$ cat src/rtl/imm_gen_if.sv
// imm_gen_if: valid/ready request and response bundle of the immediate generator stage
interface imm_gen_if #(
    parameter int XLEN  = 32,
    parameter int TAG_W = 5
);
    logic             in_valid;
    logic             in_ready;
    logic [24:0]      in_instr;
    logic [2:0]       in_immsrc;
    logic [TAG_W-1:0] in_tag;
    logic             out_valid;
    logic             out_ready;
    logic [XLEN-1:0]  out_imm;
    logic [TAG_W-1:0] out_tag;
    logic             out_err;

    modport master (
        output in_valid, in_instr, in_immsrc, in_tag, out_ready,
        input  in_ready, out_valid, out_imm, out_tag, out_err
    );

    modport slave (
        input  in_valid, in_instr, in_immsrc, in_tag, out_ready,
        output in_ready, out_valid, out_imm, out_tag, out_err
    );
endinterface

$ cat src/rtl/imm_gen_stage.sv
// imm_gen_stage: pipelined immediate generator with 2-entry skid buffer and illegal-format counter
module imm_gen_stage #(
    parameter int XLEN  = 32,
    parameter int TAG_W = 5,
    parameter int CNT_W = 8
) (
    input  logic             clk,
    input  logic             rst_n,
    input  logic             flush,
    input  logic             err_count_clr,
    output logic [CNT_W-1:0] err_count,
    imm_gen_if.slave         bus
);
    typedef enum logic [1:0] {EMPTY = 2'b00, ONE = 2'b10, FULL = 2'b11} state_t;

    state_t           state_q, state_d;
    logic             in_ready_q, in_ready_d;
    logic [XLEN-1:0]  head_imm_q, head_imm_d, skid_imm_q, skid_imm_d;
    logic [TAG_W-1:0] head_tag_q, head_tag_d, skid_tag_q, skid_tag_d;
    logic             head_err_q, head_err_d, skid_err_q, skid_err_d;
    logic [CNT_W-1:0] err_count_q, err_count_d;
    logic [24:0]      f;
    logic [2:0]       src;
    logic [XLEN-1:0]  new_imm;
    logic             new_err;
    logic             acc, pop;

    assign f   = bus.in_instr;
    assign src = bus.in_immsrc;

    // decode the immediate of the incoming instruction
    always_comb begin
        new_err = src == 3'd7;
        new_imm = src == 3'd0 ? XLEN'($signed(f[24:13])) :
                  src == 3'd1 ? XLEN'($signed({f[24:18], f[4:0]})) :
                  src == 3'd2 ? XLEN'($signed({f[24:5], 12'b0})) :
                  src == 3'd3 ? XLEN'(f[12:8]) :
                  src == 3'd4 ? (XLEN == 64 ? XLEN'(f[18:13]) : XLEN'(f[17:13])) :
                  src == 3'd5 ? XLEN'($signed({f[24], f[0], f[23:18], f[4:1], 1'b0})) :
                  src == 3'd6 ? XLEN'($signed({f[24], f[12:5], f[13], f[23:14], 1'b0})) :
                  '0;
    end

    // handshake events; a flushed input is never accepted
    always_comb begin
        acc = bus.in_valid & in_ready_q & ~flush;
        pop = state_q[1] & bus.out_ready;
    end

    // next occupancy of the two-entry buffer
    always_comb begin
        state_d = state_q;
        case (state_q)
            EMPTY:   state_d = acc ? ONE : EMPTY;
            ONE:     state_d = acc & ~pop ? FULL : (~acc & pop ? EMPTY : ONE);
            FULL:    state_d = pop ? ONE : FULL;
            default: state_d = EMPTY;
        endcase
        if (flush) state_d = EMPTY;
        in_ready_d = state_d != FULL;
    end

    // move entries: new data lands in the head when it frees up, otherwise in the skid
    always_comb begin
        head_imm_d = head_imm_q;
        head_tag_d = head_tag_q;
        head_err_d = head_err_q;
        skid_imm_d = skid_imm_q;
        skid_tag_d = skid_tag_q;
        skid_err_d = skid_err_q;
        if (state_q == FULL && pop) begin
            head_imm_d = skid_imm_q;
            head_tag_d = skid_tag_q;
            head_err_d = skid_err_q;
        end else if (acc && (state_q == EMPTY || pop)) begin
            head_imm_d = new_imm;
            head_tag_d = bus.in_tag;
            head_err_d = new_err;
        end else if (acc) begin
            skid_imm_d = new_imm;
            skid_tag_d = bus.in_tag;
            skid_err_d = new_err;
        end
    end

    // saturating illegal-format counter, clear wins over increment
    always_comb begin
        err_count_d = err_count_clr ? '0 :
                      acc & new_err & ~&err_count_q ? err_count_q + 1'b1 : err_count_q;
    end

    // state and data registers
    always_ff @(posedge clk or negedge rst_n) begin
        if (!rst_n) begin
            state_q     <= EMPTY;
            in_ready_q  <= 1'b1;
            head_imm_q  <= '0;
            head_tag_q  <= '0;
            head_err_q  <= 1'b0;
            skid_imm_q  <= '0;
            skid_tag_q  <= '0;
            skid_err_q  <= 1'b0;
            err_count_q <= '0;
        end else begin
            state_q     <= state_d;
            in_ready_q  <= in_ready_d;
            head_imm_q  <= head_imm_d;
            head_tag_q  <= head_tag_d;
            head_err_q  <= head_err_d;
            skid_imm_q  <= skid_imm_d;
            skid_tag_q  <= skid_tag_d;
            skid_err_q  <= skid_err_d;
            err_count_q <= err_count_d;
        end
    end

    // drive outputs from the head register
    always_comb begin
        bus.in_ready  = in_ready_q;
        bus.out_valid = state_q[1];
        bus.out_imm   = head_imm_q;
        bus.out_tag   = head_tag_q;
        bus.out_err   = head_err_q;
        err_count     = err_count_q;
    end
endmodule

$ cat src/flat_wrapper.sv
// flat-port wrapper written by rule: the top's interface ports become plain ports
module imm_gen_stage_flat 
#(
    parameter int XLEN  = 32,
    parameter int TAG_W = 5,
    parameter int CNT_W = 8
)
  (clk, rst_n, flush, err_count_clr, err_count, bus_in_valid, bus_in_instr, bus_in_immsrc, bus_in_tag, bus_out_ready, bus_in_ready, bus_out_valid, bus_out_imm, bus_out_tag, bus_out_err);
  imm_gen_if #(.XLEN(XLEN), .TAG_W(TAG_W)) bus_i ();
  input  logic clk;
  input  logic rst_n;
  input  logic flush;
  input  logic err_count_clr;
  output logic [CNT_W-1:0] err_count;
  input wire logic [$bits(bus_i.in_valid)-1:0] bus_in_valid;
  input wire logic [$bits(bus_i.in_instr)-1:0] bus_in_instr;
  input wire logic [$bits(bus_i.in_immsrc)-1:0] bus_in_immsrc;
  input wire logic [$bits(bus_i.in_tag)-1:0] bus_in_tag;
  input wire logic [$bits(bus_i.out_ready)-1:0] bus_out_ready;
  output wire logic [$bits(bus_i.in_ready)-1:0] bus_in_ready;
  output wire logic [$bits(bus_i.out_valid)-1:0] bus_out_valid;
  output wire logic [$bits(bus_i.out_imm)-1:0] bus_out_imm;
  output wire logic [$bits(bus_i.out_tag)-1:0] bus_out_tag;
  output wire logic [$bits(bus_i.out_err)-1:0] bus_out_err;
  assign bus_i.in_valid = bus_in_valid;
  assign bus_i.in_instr = bus_in_instr;
  assign bus_i.in_immsrc = bus_in_immsrc;
  assign bus_i.in_tag = bus_in_tag;
  assign bus_i.out_ready = bus_out_ready;
  assign bus_in_ready = bus_i.in_ready;
  assign bus_out_valid = bus_i.out_valid;
  assign bus_out_imm = bus_i.out_imm;
  assign bus_out_tag = bus_i.out_tag;
  assign bus_out_err = bus_i.out_err;
  imm_gen_stage #(.XLEN(XLEN), .TAG_W(TAG_W), .CNT_W(CNT_W)) u_core (.clk(clk), .rst_n(rst_n), .flush(flush), .err_count_clr(err_count_clr), .err_count(err_count), .bus(bus_i));
endmodule
$ cat config.mk
export PLATFORM = sky130hd
export DESIGN_NAME = imm_gen_stage_flat
export DESIGN_NICKNAME = d
export VERILOG_FILES = /design/src/rtl/imm_gen_if.sv /design/src/rtl/imm_gen_stage.sv /design/src/flat_wrapper.sv
export SDC_FILE = /design/constraint.sdc
export NUM_CORES = 1
export LEC_CHECK = 0
export CORE_ASPECT_RATIO = 1.2
export CORE_MARGIN = 1.5
export CORE_UTILIZATION = 40
export CTS_CLUSTER_SIZE = 16
export DETAILED_ROUTE_END_ITERATION = 16
export PLACE_DENSITY_LB_ADDON = 0.12
export SLEW_MARGIN = 20
export SYNTH_ARGS = -nofsm -noshare
export SYNTH_HDL_FRONTEND = slang
export SYNTH_SLANG_ARGS = --single-unit
$ cat constraint.sdc
create_clock -name clk -period 1.6 [get_ports clk]
set_input_delay 0.48 -clock clk [delete_from_list [all_inputs] [get_ports clk]]
set_output_delay 0.48 -clock clk [all_outputs]
set_load 0.03 [all_outputs]
==> impl_metrics.tcl <==
set metrics [dict create \
    htreeDepth 3 \
    swShare 0.316 \
    initial_utilization 0.408 \
    tns_ns -3.04 \
    clkSinkCount 87 \
    post_synth_num_cell_types 45 \
    core_area_um2 10400 \
    fillers 853 \
    seqPwrFrac 0.426 \
    row_count 41 \
    grt_pass1_vias 3722 \
    yosys_most_used_dff "dfrtp_1" \
    hold_class "input pin to async pin" \
    die-area_um2 11200 \
    critical-path-top-delay-family "simple AND/OR/NAND/NOR gates" \
    worst_slack_ns -0.123 \
    postLayoutCellArea_um2 6890 \
    antennaDiodeCount 0 \
    final_common_cell "dfrtp_1" \
    grt_max_degree 39 \
    p_leak_nw 3.00 \
    total_power_mw 6.75 \
    timing.slew.headroom 0.728 \
    peakVddDrop_mv 0.624 \
    synth-seq-area-share 0.513 \
    portBuffers 86 \
    clockBufferDepth 2 \
    dp.cells 681 \
    cts_tree "built" \
    syn2layout_area_growth_pct 62.4 \
    slowest_delay_ns 0.53 \
    syn_nets 488 \
    dr.pass1.iters 4 \
    p_per_area_nw_per_um2 979 \
    yosysWarnings 0 \
    cts_root_buf "clkbuf_16" \
    p_int_mw 4.62 \
    overflow 0 \
    worst_pin_slew_ns 0.407 \
    most-common-layout-cells "80 x dfrtp_1, 62 x nand2_1, 49 x buf_4, 40 x nor2_1, 31 x clkdlybuf4s50_1" \
    first_iter_violations 216 \
    drive_gt1_frac 0.364 \
    routed_wl_um 12800 \
    hold_viol_final 0 \
    slew_viol_final 0 \
    hold_ws_ns 0.0693 \
    end_kind "flip-flop" \
    pwr-share-clk 0.283 \
    critPathSlowestCell "dfstp_2" \
    synthCells 448 \
    post-route-drc-count 0 \
    period_share 1.08 \
    async_reset_ff_frac 1.00 \
    cts.clk_slew.worst_paths_ns 0.06 \
    cts_made_buffers 9 \
    switchingPower_mw 2.13 \
    die_h_um 116 \
    nets 629 \
    antenna_found_initial 0 \
    path_depth 5 \
    ant_nets 0 \
    synth_edf_count 0 \
    insertion_delay_ns 0.34 \
    worstSetupPathType "flip-flop to flip-flop" \
    synth_area_um2 4240 \
    crit_buf_inv 1 \
    violations "setup timing" \
    dp_hpwl_um 7770 \
    postPlaceCellArea_um2 5820 \
    required_ns 1.86 \
    fin_skew_ns 0.00391 \
    ys_ff_latch 87 \
    grt_setup_unrepaired "yes" \
    vias 3946 \
    grt_pass1_wl_um 18600 \
    cp_max_fo 6 \
    chipWidth_um 97.0 \
    r2r_cells 5 \
    path_cells "and3b_2 > buf_12 > o211ai_4 > or4_1 > a21oi_1" \
    cp-start-kind "flip-flop" \
    fin_cells 723 \
    setup_viol 58 \
    pwr-share-comb 0.291 \
    wl_per_cell_um 17.7 \
    vias_per_cell 5.46 \
    track_usage 0.208 \
    fin_crit_ns 1.72 \
    fmax_mhz 580 \
    critPathArrivalTime_ns 1.98 \
    max_cap_viol_count 0 \
    postSynthAreaPerCell_um2 9.47 \
    gp_congestion 0.782 \
    ios 87 \
    status "complete, but fails checks" \
]
synth_stat cells, types with 4 or more instances:
| cell | instances | area, µm² |
|---|---|---|
| nand2b_1 | 4 | 25.0 |
| a221oi_1 | 11 | 96.3 |
| o21ai_0 | 22 | 110 |
| o211ai_1 | 9 | 67.6 |
| inv_1 | 4 | 15.0 |
| nor2b_1 | 8 | 50.1 |
| nand3_1 | 19 | 95.1 |
| buf_4 | 4 | 30.0 |
| a22oi_1 | 6 | 45.0 |
| a22o_1 | 4 | 35.0 |
| a31oi_1 | 12 | 75.1 |
| o21a_1 | 4 | 30.0 |
| a21oi_1 | 31 | 155 |
| nand2_1 | 79 | 297 |
| nor2_1 | 42 | 158 |
| a211oi_1 | 8 | 60.1 |
| dfrtp_1 | 86 | 2150 |
| o31ai_1 | 24 | 180 |
| clkbuf_1 | 14 | 52.6 |
| mux2i_1 | 10 | 100 |
| buf_2 | 15 | 75.1 |
sequential cells by signal, indices dropped and copies added (netlist names):
signal / cells
u_core.bus.out_imm: 32
u_core.skid_imm_q: 32
u_core.err_count: 8
u_core.bus.out_tag: 5
u_core.skid_tag_q: 5
u_core.state_q: 2
u_core.bus.in_ready: 1
u_core.bus.out_err: 1
u_core.skid_err_q: 1
power groups by stage:
stage                     Sequential, mW  Clock [mW]  Combinational, mW
after detailed placement            2.90           0               1.77
after global placement              2.88           0               1.75
final                               2.87        1.91               1.96
after floorplan                     3.20           0              0.634
after CTS                           2.86        1.95               1.74
after global routing                2.93        2.05               2.11
path summary, 6_finish.rpt:
path,from,endpoint,slack [ns]
max,u_core.bus.in_ready$_DFF_PN1_,u_core.err_count[5]$_DFFE_PN0P_,-0.12
min,rst_n,u_core.skid_imm_q[4]$_DFFE_PN0P_,0.07
max reg2reg,u_core.bus.in_ready$_DFF_PN1_,u_core.err_count[5]$_DFFE_PN0P_,-0.12
min reg2reg,u_core.skid_tag_q[4]$_DFFE_PN0P_,u_core.skid_tag_q[4]$_DFFE_PN0P_,0.46
max in group asynchronous,rst_n,u_core.bus.in_ready$_DFF_PN1_,0.99
min in group clk,u_core.skid_tag_q[4]$_DFFE_PN0P_,u_core.skid_tag_q[4]$_DFFE_PN0P_,0.46
per-layer routing:
layer | global-route usage | share of wire | wire [µm]
met1 | 0.269 | 0.43 | 5440
met2 | 0.347 | 0.51 | 6470
met3 | 0.0501 | 0.039 | 499
met4 | 0.0696 | 0.030 | 379
met5 | 0 | 0 | 0
area by class of cell:
class                           instances  area (µm²)  area share
Timing Repair Buffer                  168        1880       0.273
Sequential cell                        87        2190       0.317
Tap cell                              129         161      0.0234
Clock inverter                          1        5.00    0.000726
Inverter                                4        15.0     0.00218
Multi-Input combinational cell        319        2390       0.346
Clock buffer                           15         258      0.0374
worst register-to-register path, delay by kind of cell, from the launching register on:
kind / cells / cell delay (ns)
buffers and inverters: 1 / 0.12
and+or+nand+nor: 2 / 0.75
DFF: 1 / 0.53
AOI/OAI and AO/OA: 2 / 0.24
cells by family (layout without fill, tap and decap cells):
kind of cell             after synthesis  in the layout  synth area share
AND/OR/NAND/NOR                      169            169             0.182
flip-flops                            87             87             0.513
adder cells (fa/ha/maj)                1              1           0.00295
buffers and inverters                 42            188            0.0519
multiplexers                          11             11            0.0262
XOR/XNOR                               3              3            0.0106
AO/OA/AOI/OAI                        135            135             0.213
timing repair:
item / 4_1_cts / 5_1_grt
hold buffers: 0 / 0
pin swaps: 8 / 34
resized for setup: 85 / 114
buffers inserted: 11 / 7
gates cloned: 2 / 11
endpoints found under the setup margin: 112 / 96
metrics by stage:
step	utilization	setup slack [ns]
after CTS	0.607	-0.116
after detailed placement	0.559	-0.604
after floorplan	-	-0.0694
after global placement	0.559	-0.581
final	0.662	-0.123
after global routing	0.662	-0.189
No activity file was read; power rests on OpenSTA's default activity.
